===== src/rtl/spy_delay_monitor.sv =====
// spy_delay_monitor
// -----------------
// Measures the propagation delay of a monitored combinational path. Each trial
// holds the path input low for SETTLE cycles, then launches a rising edge and
// counts clock cycles until the synchronized path output differs from the
// value it had just before the launch. 2^TRIALS_LOG2 trial counts are summed.
// The truncated average is compared with a golden delay. A deviation beyond
// TOL raises trojan_flag.
//
// Ports
//   clk          in   single clock
//   rst          in   asynchronous, active-high reset
//   start        in   one-cycle pulse that begins a run (accepted only in IDLE)
//   golden       in   expected average delay in cycles, latched at start
//   path_out     in   monitored path output (asynchronous, synchronized here)
//   launch       out  registered drive of the monitored path input
//   busy         out  high while a run is in progress
//   done         out  one-cycle pulse at run end
//   trojan_flag  out  average deviates from golden by more than TOL
//   timeout_err  out  a trial saw no response within TIMEOUT cycles
//   delay_avg    out  last average delay
module spy_delay_monitor #(
    parameter int CNT_W       = 8,
    parameter int TRIALS_LOG2 = 2,
    parameter int SETTLE      = 16,
    parameter int TIMEOUT     = 200,
    parameter int TOL         = 2
) (
    input  logic             clk,
    input  logic             rst,
    input  logic             start,
    input  logic [CNT_W-1:0] golden,
    input  logic             path_out,
    output logic             launch,
    output logic             busy,
    output logic             done,
    output logic             trojan_flag,
    output logic             timeout_err,
    output logic [CNT_W-1:0] delay_avg
);

    localparam int ACC_W  = CNT_W + TRIALS_LOG2;
    localparam int TIDX_W = (TRIALS_LOG2 > 0) ? TRIALS_LOG2 : 1;
    localparam int SET_W  = (SETTLE > 1) ? $clog2(SETTLE) : 1;

    localparam logic [SET_W-1:0]  LAST_SETTLE = SET_W'(SETTLE - 1);
    localparam logic [SET_W-1:0]  SET_ONE     = SET_W'(1'b1);
    localparam logic [CNT_W-1:0]  CNT_ONE     = CNT_W'(1'b1);
    localparam logic [CNT_W-1:0]  TIMEOUT_C   = CNT_W'(TIMEOUT);
    localparam logic [CNT_W-1:0]  TOL_C       = CNT_W'(TOL);
    localparam logic [TIDX_W-1:0] TIDX_ONE    = TIDX_W'(1'b1);
    localparam logic [TIDX_W-1:0] LAST_TRIAL  = TIDX_W'((1 << TRIALS_LOG2) - 1);

    typedef enum logic [1:0] {
        S_IDLE    = 2'd0,
        S_PREP    = 2'd1,
        S_MEASURE = 2'd2,
        S_FINISH  = 2'd3
    } state_t;

    state_t              r_state;
    state_t              w_next;
    logic                r_sync1;
    logic                r_sync2;
    logic                r_baseline;
    logic [SET_W-1:0]    r_prep_cnt;
    logic [CNT_W-1:0]    r_cnt;
    logic [ACC_W-1:0]    r_acc;
    logic [TIDX_W-1:0]   r_trial;
    logic [CNT_W-1:0]    r_golden;
    logic                r_launch;
    logic                r_busy;
    logic                r_done;
    logic                r_trojan;
    logic                r_timeout;
    logic [CNT_W-1:0]    r_avg;

    logic                w_hit;
    logic                w_settled;
    logic                w_last_trial;
    logic                w_timeout;
    logic [ACC_W-1:0]    w_acc_sum;
    logic [CNT_W-1:0]    w_avg;
    logic [CNT_W-1:0]    w_diff;
    logic                w_flag;

    // Detection compares against the pre-launch level, so inverting paths work too.
    assign w_hit        = (r_sync2 != r_baseline);
    assign w_settled    = (r_prep_cnt == LAST_SETTLE);
    assign w_last_trial = (r_trial == LAST_TRIAL);
    assign w_timeout    = !w_hit && (r_cnt == TIMEOUT_C);
    // The sum includes the count being recorded this cycle, so the final
    // average can be registered on the same edge that leaves MEASURE.
    assign w_acc_sum    = r_acc + ACC_W'(r_cnt);
    assign w_avg        = CNT_W'(w_acc_sum >> TRIALS_LOG2);
    assign w_diff       = (w_avg > r_golden) ? (w_avg - r_golden) : (r_golden - w_avg);
    assign w_flag       = (w_diff > TOL_C);

    assign launch      = r_launch;
    assign busy        = r_busy;
    assign done        = r_done;
    assign trojan_flag = r_trojan;
    assign timeout_err = r_timeout;
    assign delay_avg   = r_avg;

    // FSM state register.
    always_ff @(posedge clk or posedge rst) begin
        if (rst) begin
            r_state <= S_IDLE;
        end else begin
            r_state <= w_next;
        end
    end

    // FSM next-state logic.
    always_comb begin
        w_next = r_state;
        case (r_state)
            S_IDLE: begin
                if (start) begin
                    w_next = S_PREP;
                end else begin
                    w_next = S_IDLE;
                end
            end
            S_PREP: begin
                if (w_settled) begin
                    w_next = S_MEASURE;
                end else begin
                    w_next = S_PREP;
                end
            end
            S_MEASURE: begin
                if (w_hit) begin
                    if (w_last_trial) begin
                        w_next = S_FINISH;
                    end else begin
                        w_next = S_PREP;
                    end
                end else if (w_timeout) begin
                    w_next = S_FINISH;
                end else begin
                    w_next = S_MEASURE;
                end
            end
            S_FINISH: begin
                w_next = S_IDLE;
            end
            default: begin
                w_next = S_IDLE;
            end
        endcase
    end

    // Synchronizer, datapath and registered outputs.
    always_ff @(posedge clk or posedge rst) begin
        if (rst) begin
            r_sync1    <= 1'b0;
            r_sync2    <= 1'b0;
            r_baseline <= 1'b0;
            r_prep_cnt <= '0;
            r_cnt      <= '0;
            r_acc      <= '0;
            r_trial    <= '0;
            r_golden   <= '0;
            r_launch   <= 1'b0;
            r_busy     <= 1'b0;
            r_done     <= 1'b0;
            r_trojan   <= 1'b0;
            r_timeout  <= 1'b0;
            r_avg      <= '0;
        end else begin
            r_sync1  <= path_out;
            r_sync2  <= r_sync1;
            // Outputs are decoded from the next state so they line up with it.
            r_launch <= (w_next == S_MEASURE);
            r_busy   <= (w_next == S_PREP) || (w_next == S_MEASURE);
            r_done   <= (w_next == S_FINISH);
            case (r_state)
                S_IDLE: begin
                    if (start) begin
                        r_golden   <= golden;
                        r_acc      <= '0;
                        r_trial    <= '0;
                        r_prep_cnt <= '0;
                        r_trojan   <= 1'b0;
                        r_timeout  <= 1'b0;
                        r_avg      <= '0;
                    end
                end
                S_PREP: begin
                    if (w_settled) begin
                        r_baseline <= r_sync2;
                        r_cnt      <= '0;
                    end else begin
                        r_prep_cnt <= r_prep_cnt + SET_ONE;
                    end
                end
                S_MEASURE: begin
                    r_cnt <= r_cnt + CNT_ONE;
                    if (w_hit) begin
                        r_acc      <= w_acc_sum;
                        r_prep_cnt <= '0;
                        if (w_last_trial) begin
                            r_avg    <= w_avg;
                            r_trojan <= w_flag;
                        end else begin
                            r_trial <= r_trial + TIDX_ONE;
                        end
                    end else if (w_timeout) begin
                        r_timeout <= 1'b1;
                    end
                end
                default: begin
                end
            endcase
        end
    end

endmodule

===== config.mk =====
export PLATFORM = sky130hd
export DESIGN_NAME = spy_delay_monitor
export DESIGN_NICKNAME = d
export VERILOG_FILES = /design/src/rtl/spy_delay_monitor.sv
export SDC_FILE = /design/constraint.sdc
export NUM_CORES = 1
export LEC_CHECK = 0
export BUFFER_PORTS_ARGS = -buffer_cell sky130_fd_sc_hd__buf_2
export CORE_AREA = 10 10 63 116
export DETAILED_ROUTE_END_ITERATION = 6
export DIE_AREA = 0 0 73 126
export GPL_ROUTABILITY_DRIVEN = 0
export PLACE_DENSITY = 0.79
export SETUP_SLACK_MARGIN = 0.15
export SLEW_MARGIN = 20
export SYNTH_ARGS = -nofsm -noshare
export SYNTH_HDL_FRONTEND = slang
export SYNTH_SLANG_ARGS = --single-unit

===== constraint.sdc =====
create_clock -name clk -period 3.87 [get_ports clk]
set_input_delay 0.5805 -clock clk [delete_from_list [all_inputs] [get_ports clk]]
set_output_delay 0.5805 -clock clk [all_outputs]
set_load 0.03 [all_outputs]

Word level (Yosys, flattened, before mapping) --
Index checks and enable logic that the tools add are counted.
Word-level totals: output and inout bits 13, register bits after elaboration 50, word-level logic and storage cells 87, input bits 12
Operators by class: $add $sub $neg 6, muxes and demuxes 31, $lt $le $gt $ge 2, equal/unequal tests 18, reductions and logical operators 15
Operators with widths (number):
- $mux 8 | 5
- $pmux 8 s2 | 2
- $mux 10 | 2
- $pmux 10 s2 | 1
- $ne 2x2->1 const B | 8
- $reduce_and 4->1 | 4
- $sub 8x8->8 | 2
- $mux 2 | 6
- $mux 4 | 3
- $pmux 4 s3 | 1
- $add 10x8->10 | 1
- $eq 2x2->1 const B | 5
- $add 8x1->8 const B | 1
- $eq 8x8->1 const B | 1
- $gt 8x2->1 const B | 1
- $gt 8x8->1 | 1
- $pmux 2 s4 | 1
- $mux 1 | 7
- $reduce_and 2->1 | 3
- $add 4x1->4 const B | 1
- $eq 2x1->1 const B | 2
- $eq 4x4->1 const B | 1
- $pmux 1 s2 | 2
- $pmux 2 s2 | 1
- other kinds (9) | 10

Longest topological paths before layout --
Gate-level depths: netlist of the first run.
word-level depth 8, gate-level depth with buffers 15, gate-level depth less buffers 15

Worst setup path after synthesis of the first run --
Ideal clock, no wire load.
kind reg-to-reg, start point register r_cnt[0], end point register r_trojan, in the netlist trojan_flag, clock period less this slack 3.438 ns, library setup time 0.139 ns, required time 3.731 ns, setup slack 0.432 ns, stages on the path, launching flop included 15, arrival time 3.299 ns, path buffers 0, path through dfrtp_1 -> ha_1 -> fa_1 -> a21o_1 -> a21oi_1 -> o21a_1 -> o21ai_0 -> a21oi_1 -> nor2_1 -> ha_1 -> and4_1 -> a221oi_1 -> xnor2_1 -> a2111oi_2 -> a311oi_1
Between the ends: longest elaborated chain between the ends 7, elaborated cells between the ends (all ways) 9, those cells by class add/sub: 3; order compare: 2; mux: 4
Ends and longest elaborated chain:
- start, declared | RTL line 67 | logic [CNT_W-1:0] r_cnt;
- start signal, assigned | RTL line 200 | r_cnt <= r_cnt + CNT_ONE;
- $add 10x8->10 * | RTL line 94 | assign w_acc_sum = r_acc + ACC_W'(r_cnt);
- $sub 8x8->8 or $gt 8x8->1 (tied branches) | RTL line 96 | assign w_diff = (w_avg > r_golden) ? (w_avg - r_golden) : (r_golden - w_avg);
- $mux 8 * | RTL line 96
- $gt 8x2->1 * | RTL line 97 | assign w_flag = (w_diff > TOL_C);
- $mux 1 * | RTL line 204 | if (w_last_trial) begin
- $mux 1 * | RTL line 201 | if (w_hit) begin
- $pmux 1 s2 * | RTL line 179 | case (r_state)
- end signal, assigned | RTL line 206 | r_trojan <= w_flag;
- end, declared | RTL line 74 | logic r_trojan;
Mark *: on every way between the ends. The rest lies on a longest branch, timed or not. The select of a mux whose other input is x is not followed. A chain may end at the register's enable or synchronous reset.

Worst setup path after layout of the first run --
Same ends and word-level chain as after synthesis.

==> impl_metrics.env, run 1 <==
export IMPL_run_status="finished, final reports clean"
export IMPL_synth_yosys_seq_area_share=0.3939
export IMPL_cts_buffers=5
export IMPL_first_iter_violations=247
export IMPL_async_flop_share=1.000
export IMPL_reg2reg_from="r_cnt[0]$_DFFE_PP0P_"
export IMPL_mappedNetlistNets=394
export IMPL_die_h_um=126
export IMPL_synth_area_sq_um=3177
export IMPL_cts_tree="built"
export IMPL_start_kind="flop"
export IMPL_reg2reg_depth=14
export IMPL_arrival_ps=3760
export IMPL_wl_um=8199
export IMPL_pre_cts_slack_ps=133.9
export IMPL_slew_viol_final=0
export IMPL_initial_utilization=0.5861
export IMPL_grt_max_degree=51
export IMPL_grt_pass1_vias=2785
export IMPL_antennaDiodeCount=0
export IMPL_synth_distinct_cells=48
export IMPL_cts_sinks=50
export IMPL_grt_pass1_wl_um=13410
export IMPL_worstMarginPinSlew_ps=882.5
export IMPL_dr_pass1_iters=4
export IMPL_ctsHoldBuffers=0
export IMPL_synth_avg_cell_area_sq_um=9.077
export IMPL_antenna_found_initial=0
export IMPL_cp_startpoint="r_cnt[0]$_DFFE_PP0P_"
export IMPL_grt_ovfl_total=0
export IMPL_cts_buffer_depth=2
export IMPL_r2r_end="trojan_flag$_DFFE_PP0P_"
export IMPL_fmax_ghz=0.2809
export IMPL_cellLeakagePower_nw=1.716
export IMPL_setup_tns_ps=0
export IMPL_fin_nets=420
export IMPL_via_per_inst=6.170
export IMPL_synth_cells=350
export IMPL_period_needed_ps=3560
export IMPL_endpoint_kind="flop"
export IMPL_cp_data_required_time_ps=4070
export IMPL_r2r_slack_ps=310
export IMPL_clock_latency_ps=310
export IMPL_ys_ff_latch=50
export IMPL_ant_nets=0
export IMPL_hp_class="reg2reg"
export IMPL_max_cap_violations=0
export IMPL_core_area_sq_um=5420
export IMPL_grt_usage=0.1822
export IMPL_crit_path_end="trojan_flag$_DFFE_PP0P_"
export IMPL_setup_ws_ps=310.3
export IMPL_power_density_nw_per_um2=624.6
export IMPL_root_buffer="clkbuf_8"
export IMPL_period_share=0.9198
export IMPL_num_vias=2690
export IMPL_wl_per_cell_um=18.81
export IMPL_hold_viol_final=0
export IMPL_route_detailed_drc=0
export IMPL_layout_drive_gt1_share=0.1755
export IMPL_io_buffers=24
export IMPL_rsz0062_at_grt="no"
export IMPL_crit_type="reg2reg"
export IMPL_die_w_um=73
export IMPL_ys_flop_type="dfrtp_1"
export IMPL_die_area_sq_um=9198
export IMPL_critPathMaxFanout=8
export IMPL_setup_viol=0
export IMPL_ir_drop_uv=454.1
export IMPL_skew_ps=13.47
export IMPL_clk_pin_slew_ps=90
export IMPL_hpwl_um=6218
export IMPL_slew_headroom=0.4116
export IMPL_io_pins=25
export IMPL_synth_warnings=0
export IMPL_synthToLayoutAreaGrowth_pct=11.70
export IMPL_htree_num_levels=2
export IMPL_rows=38
export IMPL_synth_edf_count=0
-- metrics by stage --
| stage | std cells | power [W] | instance area (sq um) | hold slack (ps) | utilization |
|---|---|---|---|---|---|
| finish | 436 | 0.002216 | 3548 | 360.2 | 0.6547 |
| global route | 436 | 0.002369 | 3548 | 364.5 | 0.6547 |
| CTS | 434 | 0.002123 | 3463 | 363.9 | 0.6390 |
| detailed placement | 427 | 0.001740 | 3347 | 345.7 | 0.6175 |
| global placement | 427 | 0.001705 | 3347 | 336.9 | 0.6175 |
| floorplan | 350 | 0.001485 | 3177 | 331.2 | - |
-- layer usage --
metal / part of all wire / vias up / track usage / wire length (um)
li1: - / 1281 / - / -
met1: 0.35 / 1306 / 0.1741 / 2846
met2: 0.57 / 75 / 0.3355 / 4672
met3: 0.040 / 28 / 0.03852 / 327
met4: 0.043 / 0 / 0.1022 / 352
met5: 0 / - / 0 / 0
-- registers in the layout (all words and copies together), names as in the netlist --
register and flops:
r_golden 8, r_trial 2, r_sync2 1, r_prep_cnt 4, r_state 2, r_sync1 1
delay_avg 8, r_baseline 1, launch 1, r_cnt 8, trojan_flag 1, done 1
r_acc 10, busy 1, timeout_err 1
-- area by class of cell --
cell class,instances,area [sq um]
fillers,465,1872
multi-input cells,268,1869
flip-flops and latches,50,1254
repair buffers,28,150.1
inverters,23,87.58
clock buffers,6,82.58
well taps,60,75.07
clock inverters,1,30.03
-- where the power goes --
| group | internal [W] | switching, W | total [W] | leakage [nW] |
|---|---|---|---|---|
| clock network | 0.000207 | 0.000173 | 0.000380 | 0.0573 |
| registers | 0.000637 | 0.000105 | 0.000742 | 0.657 |
| logic | 0.000428 | 0.000667 | 0.00110 | 1.00 |
| total | 0.00127 | 0.000945 | 0.00222 | 1.72 |
-- worst min-delay path by stage --
stage                     cells after the start                end         startpoint  slack (ps)
after floorplan                               0  r_sync2$_DFF_PP0_  r_sync1$_DFF_PP0_         330
after global placement                        0  r_sync2$_DFF_PP0_  r_sync1$_DFF_PP0_         340
after detailed placement                      0  r_sync2$_DFF_PP0_  r_sync1$_DFF_PP0_         350
after CTS                                     0  r_sync2$_DFF_PP0_  r_sync1$_DFF_PP0_         360
after global routing                          0  r_sync2$_DFF_PP0_  r_sync1$_DFF_PP0_         360
final                                         0  r_sync2$_DFF_PP0_  r_sync1$_DFF_PP0_         360
-- cell usage in the layout, fill, tap and decap left out, types with 2 or more instances in the layout --
cell and n:
o21a_1 2, or2_2 4, ha_1 26, or3_1 2
a221oi_2 2, clkbuf_8 6, xor2_1 7, nand3_1 18
a21o_1 7, nor2b_1 3, and3_1 8, inv_1 22
buf_2 24, nand4_1 4, o21ai_2 2, o21ai_0 41
ha_2 2, a31oi_1 2, a22o_1 3, nor2_2 2
fa_1 3, and2_1 2, mux2i_1 2, buf_4 4
a21oi_2 6, nand2_1 39, xnor2_1 6, nor2_1 25
nand2b_1 6, o31ai_1 5, a21oi_1 13, dfrtp_1 48
a32o_1 3, nor3b_1 2, dfrtp_2 2
-- logic make-up after synthesis --
kind of cell	count (synthesis)	synth area share
buffers and inverters	32	0.03978
adder cells (fa/ha/maj)	32	0.1331
flip-flops	50	0.3939
XOR/XNOR	15	0.04372
multiplexers	3	0.009846
AO/OA/AOI/OAI	98	0.1958
AND/OR/NAND/NOR	120	0.1839
-- synth_stat cells, types with 5 or more instances --
| master | instances | area [sq um] |
|---|---|---|
| o21ai_0 | 42 | 210.2 |
| a21o_1 | 7 | 52.55 |
| dfrtp_1 | 50 | 1251 |
| buf_2 | 5 | 25.02 |
| o31ai_1 | 5 | 37.54 |
| inv_1 | 23 | 86.33 |
| nand3_1 | 18 | 90.09 |
| nor2_1 | 27 | 101.4 |
| and3_1 | 8 | 50.05 |
| a21oi_1 | 17 | 85.08 |
| nand2b_1 | 6 | 37.54 |
| xnor2_1 | 7 | 61.31 |
| ha_1 | 29 | 362.9 |
| xor2_1 | 7 | 61.31 |
| nand2_1 | 39 | 146.4 |
-- worst max-delay path: stages, from the launching register on --
cell and delay, ps:
dfrtp_2 450, ha_1 240, fa_1 430, a21o_1 220
a21oi_2 210, o21a_1 160, o21ai_0 130, and3_1 240
nor2_2 150, ha_4 240, and4_1 240, a221oi_2 310
xnor2_1 120, a2111oi_2 220, a311oi_1 70
-- repair_timing --
item,CTS,global route
endpoints found under the setup margin,1,1
setup buffers,0,2
endpoints found under the hold margin,0,0
pin swaps,0,5
resized for setup,1,18
(Power assumes the default switching activity.)
==> inputs of run 2 (changes only) <==
--- a/config.mk
+++ b/config.mk
@@ -6,9 +6,9 @@
 export NUM_CORES = 1
 export LEC_CHECK = 0
 export BUFFER_PORTS_ARGS = -buffer_cell sky130_fd_sc_hd__buf_2
-export CORE_AREA = 10 10 63 116
+export CORE_AREA = 3 3 56 109
 export DETAILED_ROUTE_END_ITERATION = 6
-export DIE_AREA = 0 0 73 126
+export DIE_AREA = 0 0 59 112
 export GPL_ROUTABILITY_DRIVEN = 0
 export PLACE_DENSITY = 0.79
 export SETUP_SLACK_MARGIN = 0.15
==> impl_metrics.env, run 2 (synthesis results as in run 1) <==
export IMPL_run_status="finished, final reports clean"
export IMPL_htree_num_levels=2
export IMPL_ff_latch_area_sq_um=1252
export IMPL_nFillCells=473
export IMPL_holdPathEnd="r_sync2$_DFF_PP0_"
export IMPL_die_area_sq_um=6608
export IMPL_endpoint_kind="flop"
export IMPL_die_h_um=112
export IMPL_multi_input_area_sq_um=1844
export IMPL_worstMarginPinSlew_ps=877.7
export IMPL_period_share=0.9154
export IMPL_skew_ps=3.830
export IMPL_top_register="r_acc"
export IMPL_root_buffer="clkbuf_8"
export IMPL_reg2reg_from="r_cnt[0]$_DFFE_PP0P_"
export IMPL_slew_headroom=0.4149
export IMPL_total_power_w=0.002111
export IMPL_cts_buffers=5
export IMPL_layout_drive_gt1_share=0.1622
export IMPL_antennaDiodeCount=0
export IMPL_cellLeakagePower_nw=1.699
export IMPL_slew_viol_final=0
export IMPL_crit_type="reg2reg"
export IMPL_internal_power_w=0.001188
export IMPL_core_area_sq_um=5420
export IMPL_initial_utilization=0.5861
export IMPL_grt_pass1_vias=2870
export IMPL_max_cap_violations=0
export IMPL_fmax_ghz=0.2823
export IMPL_ir_drop_uv=446.7
export IMPL_clock_latency_ps=310
export IMPL_cts_tree="built"
export IMPL_ctsHoldBuffers=0
export IMPL_via_per_inst=6.190
export IMPL_cts_resized=0
export IMPL_cts_buffer_depth=2
export IMPL_wl_per_cell_um=17.91
export IMPL_period_needed_ps=3543
export IMPL_clk_pin_slew_ps=90
export IMPL_synthToLayoutAreaGrowth_pct=10.08
export IMPL_rows=38
export IMPL_hold_depth=0
export IMPL_num_vias=2699
export IMPL_die_w_um=59
export IMPL_ant_nets=0
export IMPL_cts_sinks=50
export IMPL_start_kind="flop"
export IMPL_rsz0062_at_grt="no"
export IMPL_r2r_slack_ps=330
export IMPL_r2r_end="trojan_flag$_DFFE_PP0P_"
export IMPL_hpwl_um=6060
export IMPL_reg2reg_depth=14
export IMPL_grt_pass1_wl_um=13500
export IMPL_io_pins=25
export IMPL_p_sw_w=0.0009235
export IMPL_holdCritStartpoint="r_sync1$_DFF_PP0_"
export IMPL_setup_tns_ps=0
export IMPL_setup_viol=0
export IMPL_hp_class="reg2reg"
export IMPL_layout_commonest_cell="dfrtp_1"
export IMPL_dr_pass1_iters=4
export IMPL_critPathMaxFanout=8
export IMPL_final_cell_mix="dfrtp_1 (49), o21ai_0 (41), nand2_1 (39)"
export IMPL_route_detailed_drc=0
export IMPL_wl_um=7810
export IMPL_hold_viol_final=0
export IMPL_cp_data_required_time_ps=4050
export IMPL_switching_share=0.4374
export IMPL_power_density_nw_per_um2=603.8
export IMPL_io_buffers=24
export IMPL_seqPwrFrac=0.351
export IMPL_antenna_found_initial=0
export IMPL_fin_nets=419
export IMPL_largest_reg_flops=10
export IMPL_grt_usage=0.2696
export IMPL_p_comb_frac=0.497
export IMPL_grt_ovfl_total=0
export IMPL_first_iter_violations=179
export IMPL_grt_max_degree=51
export IMPL_arrival_ps=3730
export IMPL_post_cts_buffers=0
export IMPL_power_frac_clock=0.152
-- run 2: worst max-delay path, cell delays in order (launching register included) --
cell	delay, ps
dfrtp_2	450
ha_1	250
fa_2	380
a21o_1	200
a21oi_2	150
o21a_1	150
o21ai_0	140
and3_1	230
nor2_1	120
ha_2	330
and4_1	240
a221oi_2	270
xnor2_1	110
a2111oi_2	290
a311oi_1	90
-- run 2: area by class of cell --
class,instances,share of cell area
inverters,23,0.02504
well taps,60,0.02147
repair buffers,27,0.04079
clock inverters,2,0.003578
clock buffers,6,0.02361
multi-input cells,268,0.5274
flip-flops and latches,50,0.3581
-- run 2: routing by layer --
| layer | part of all wire | vias to the layer above | wire length (um) | track usage |
|---|---|---|---|---|
| met4 | 0.058 | 0 | 454 | 0.1785 |
| met2 | 0.57 | 72 | 4421 | 0.4682 |
| met1 | 0.34 | 1318 | 2684 | 0.2824 |
| li1 | - | 1279 | - | - |
| met5 | 0 | - | 0 | 0 |
| met3 | 0.032 | 30 | 249 | 0.04524 |
-- run 2: power by group through the flow --
stage / Sequential [W] / Clock (W) / Combinational, W
final: 0.000742 / 0.000321 / 0.00105
after detailed placement: 0.000748 / 0 / 0.00100
after CTS: 0.000738 / 0.000328 / 0.00101
after floorplan: 0.000744 / 0 / 0.000741
after global routing: 0.000760 / 0.000347 / 0.00119
after global placement: 0.000741 / 0 / 0.000968
-- run 2: how the worst max path moves through the flow --
| stage | from | endpoint | slack [ps] | cells after the start |
|---|---|---|---|---|
| 2_1_floorplan | r_cnt[0]$_DFFE_PP0P_ | trojan_flag$_DFFE_PP0P_ | 430 | 14 |
| 3_3_place_gp | r_cnt[0]$_DFFE_PP0P_ | trojan_flag$_DFFE_PP0P_ | 300 | 14 |
| 3_5_place_dp | r_cnt[0]$_DFFE_PP0P_ | trojan_flag$_DFFE_PP0P_ | 200 | 14 |
| 4_1_cts | r_cnt[0]$_DFFE_PP0P_ | trojan_flag$_DFFE_PP0P_ | 180 | 14 |
| 5_1_grt | r_cnt[0]$_DFFE_PP0P_ | trojan_flag$_DFFE_PP0P_ | 120 | 14 |
| 6_report | r_cnt[0]$_DFFE_PP0P_ | trojan_flag$_DFFE_PP0P_ | 330 | 14 |
-- run 2: metrics by stage --
step | setup WS, ps | utilization | hold slack (ps) | cell area [sq um] | std cells
3_3_place_gp | 295.8 | 0.6189 | 334.9 | 3354 | 428
2_1_floorplan | 431.6 | - | 331.2 | 3177 | 350
3_5_place_dp | 202.0 | 0.6189 | 340.3 | 3354 | 428
5_1_grt | 122.3 | 0.6452 | 357.5 | 3497 | 436
6_report | 327.3 | 0.6452 | 359.3 | 3497 | 436
4_1_cts | 175.7 | 0.6364 | 361.0 | 3450 | 436
==> inputs of run 3 (changes only) <==
--- a/config.mk
+++ b/config.mk
@@ -6,9 +6,11 @@
 export NUM_CORES = 1
 export LEC_CHECK = 0
 export BUFFER_PORTS_ARGS = -buffer_cell sky130_fd_sc_hd__buf_2
-export CORE_AREA = 3 3 56 109
+export CELL_PAD_IN_SITES_DETAIL_PLACEMENT = 0
+export CELL_PAD_IN_SITES_GLOBAL_PLACEMENT = 1
+export CORE_AREA = 3 3 63 124
 export DETAILED_ROUTE_END_ITERATION = 6
-export DIE_AREA = 0 0 59 112
+export DIE_AREA = 0 0 66 127
 export GPL_ROUTABILITY_DRIVEN = 0
 export PLACE_DENSITY = 0.79
 export SETUP_SLACK_MARGIN = 0.15
==> impl_metrics.env, run 3 (synthesis results as in run 1) <==
export IMPL_run_status="finished, final reports clean"
export IMPL_grt_max_degree=51
export IMPL_setup_viol=0
export IMPL_grt_pass1_vias=2749
export IMPL_worstMarginPinSlew_ps=899.0
export IMPL_r2r_end="trojan_flag$_DFFE_PP0P_"
export IMPL_skew_ps=8.563
export IMPL_cts_tree="built"
export IMPL_r2r_slack_ps=390
export IMPL_busiest_layer="met2"
export IMPL_first_iter_violations=106
export IMPL_hpwl_um=6251
export IMPL_htree_num_levels=2
export IMPL_clock_latency_ps=300
export IMPL_die_area_sq_um=8382
export IMPL_cts_buffer_depth=2
export IMPL_rows=43
export IMPL_period_needed_ps=3483
export IMPL_grt_pass1_wl_um=13300
export IMPL_fin_nets=425
export IMPL_grt_util_met1=0.2241
export IMPL_cts_buffers=5
export IMPL_hold_depth=0
export IMPL_wl_um=8084
export IMPL_core_area_sq_um=6940
export IMPL_max_cap_violations=0
export IMPL_grt_usage=0.2117
export IMPL_synthToLayoutAreaGrowth_pct=13.04
export IMPL_whs_ps=359.7
export IMPL_setup_tns_ps=0
export IMPL_hp_class="reg2reg"
export IMPL_antenna_found_initial=0
export IMPL_reg2reg_from="r_acc[1]$_DFFE_PP0P_"
export IMPL_layout_drive_gt1_share=0.1522
export IMPL_start_kind="flop"
export IMPL_grt_ovfl_total=0
export IMPL_critPathMaxFanout=8
export IMPL_holdCritStartpoint="r_sync1$_DFF_PP0_"
export IMPL_cp_data_required_time_ps=4080
export IMPL_largest_reg_flops=10
export IMPL_top_register="r_acc"
export IMPL_antennaDiodeCount=0
export IMPL_via_per_inst=5.618
export IMPL_hold_viol_final=0
export IMPL_period_share=0.8999
export IMPL_power_density_nw_per_um2=612.1
export IMPL_layout_commonest_cell="dfrtp_1"
export IMPL_io_pins=25
export IMPL_clk_pin_slew_ps=70
export IMPL_root_buffer="clkbuf_16"
export IMPL_die_w_um=66
export IMPL_num_vias=2646
export IMPL_initial_utilization=0.4577
export IMPL_ir_drop_uv=473.7
export IMPL_ant_nets=0
export IMPL_wl_per_cell_um=17.16
export IMPL_holdPathEnd="r_sync2$_DFF_PP0_"
export IMPL_endpoint_kind="flop"
export IMPL_arrival_ps=3690
export IMPL_cts_sinks=50
export IMPL_globalRouteMet3Util=0.02990
export IMPL_use_met2=0.3976
export IMPL_reg2reg_depth=14
export IMPL_final_cell_mix="dfrtp_1 (49), o21ai_0 (41), nand2_1 (39)"
export IMPL_fmax_ghz=0.2871
export IMPL_cellLeakagePower_nw=1.745
export IMPL_slew_headroom=0.4006
export IMPL_die_h_um=127
export IMPL_io_buffers=24
export IMPL_rsz0062_at_grt="no"
export IMPL_crit_type="reg2reg"
export IMPL_route_detailed_drc=0
export IMPL_dr_pass1_iters=4
export IMPL_slew_viol_final=0
==> run 3: changes by cell type in the layout (fill, tap and decap cells not counted), moves of 2 or more <==
cell | previous run | this run
buf_4 | 3 | 9
clkbuf_8 | 6 | 0
clkbuf_16 | 0 | 5
a211oi_1 | 0 | 2
a211oi_2 | 2 | 0
clkbuf_1 | 0 | 2
==> run 3: worst max path at each step <==
stage                    startpoint                       to  slack [ps]  cells past startpoint
4_1_cts        r_cnt[0]$_DFFE_PP0P_  trojan_flag$_DFFE_PP0P_         210                     14
6_report       r_acc[1]$_DFFE_PP0P_  trojan_flag$_DFFE_PP0P_         390                     14
3_5_place_dp   r_cnt[0]$_DFFE_PP0P_  trojan_flag$_DFFE_PP0P_         220                     14
2_1_floorplan  r_cnt[0]$_DFFE_PP0P_  trojan_flag$_DFFE_PP0P_         430                     14
5_1_grt        r_cnt[0]$_DFFE_PP0P_  trojan_flag$_DFFE_PP0P_         160                     14
3_3_place_gp   r_cnt[0]$_DFFE_PP0P_  trojan_flag$_DFFE_PP0P_         290                     14
==> run 3: per-layer routing <==
layer,share of wire,vias up,routed length [um]
met5,0,-,0
met4,0.033,0,267
met3,0.022,15,178
met2,0.58,42,4655
met1,0.37,1296,2982
li1,-,1293,-
==> run 3: where the power goes <==
| group | internal [W] | switching [W] | leakage (nW) | total, W |
|---|---|---|---|---|
| clock network | 0.000237 | 0.000186 | 0.0640 | 0.000422 |
| logic | 0.000413 | 0.000631 | 1.02 | 0.00104 |
| registers | 0.000637 | 0.0000945 | 0.659 | 0.000731 |
==> run 3: what timing repair did <==
item	CTS	global route
setup buffers	0	2
setup endpoints to repair	0	1
gates resized for setup	0	7
hold buffers	0	0
==> run 3: layout make-up <==
cell class                 instances  area, sq um
timing repair buffer              33        187.7
inverter                          23        87.58
multi-input combinational        268         1818
fill                             674         3349
clock buffer                       7        132.6
sequential                        50         1252
tap                               90        112.6
==> run 3: metrics by stage <==
| step | setup slack [ps] | instances | total power [W] | cell area (sq um) | util |
|---|---|---|---|---|---|
| floorplan | 431.6 | 350 | 0.001485 | 3177 | - |
| detailed placement | 220.6 | 462 | 0.001773 | 3422 | 0.4931 |
| global route | 160.4 | 471 | 0.002372 | 3591 | 0.5174 |
| finish | 387.2 | 471 | 0.002198 | 3591 | 0.5174 |
| global placement | 293.1 | 462 | 0.001757 | 3422 | 0.4931 |
| CTS | 211.1 | 469 | 0.002204 | 3555 | 0.5122 |
==> run 3: critical path, cell delays in order (launching register included) <==
cell       delay [ps]
dfrtp_1           410
ha_1              290
a21o_1            190
a21oi_2           190
o21ai_1           130
a21o_1            190
a211o_1           340
and2_1            180
ha_2              410
nor2_1             70
a211oi_1          320
o21ai_1           130
a21oi_1           220
a2111oi_2          80
a311oi_1          230
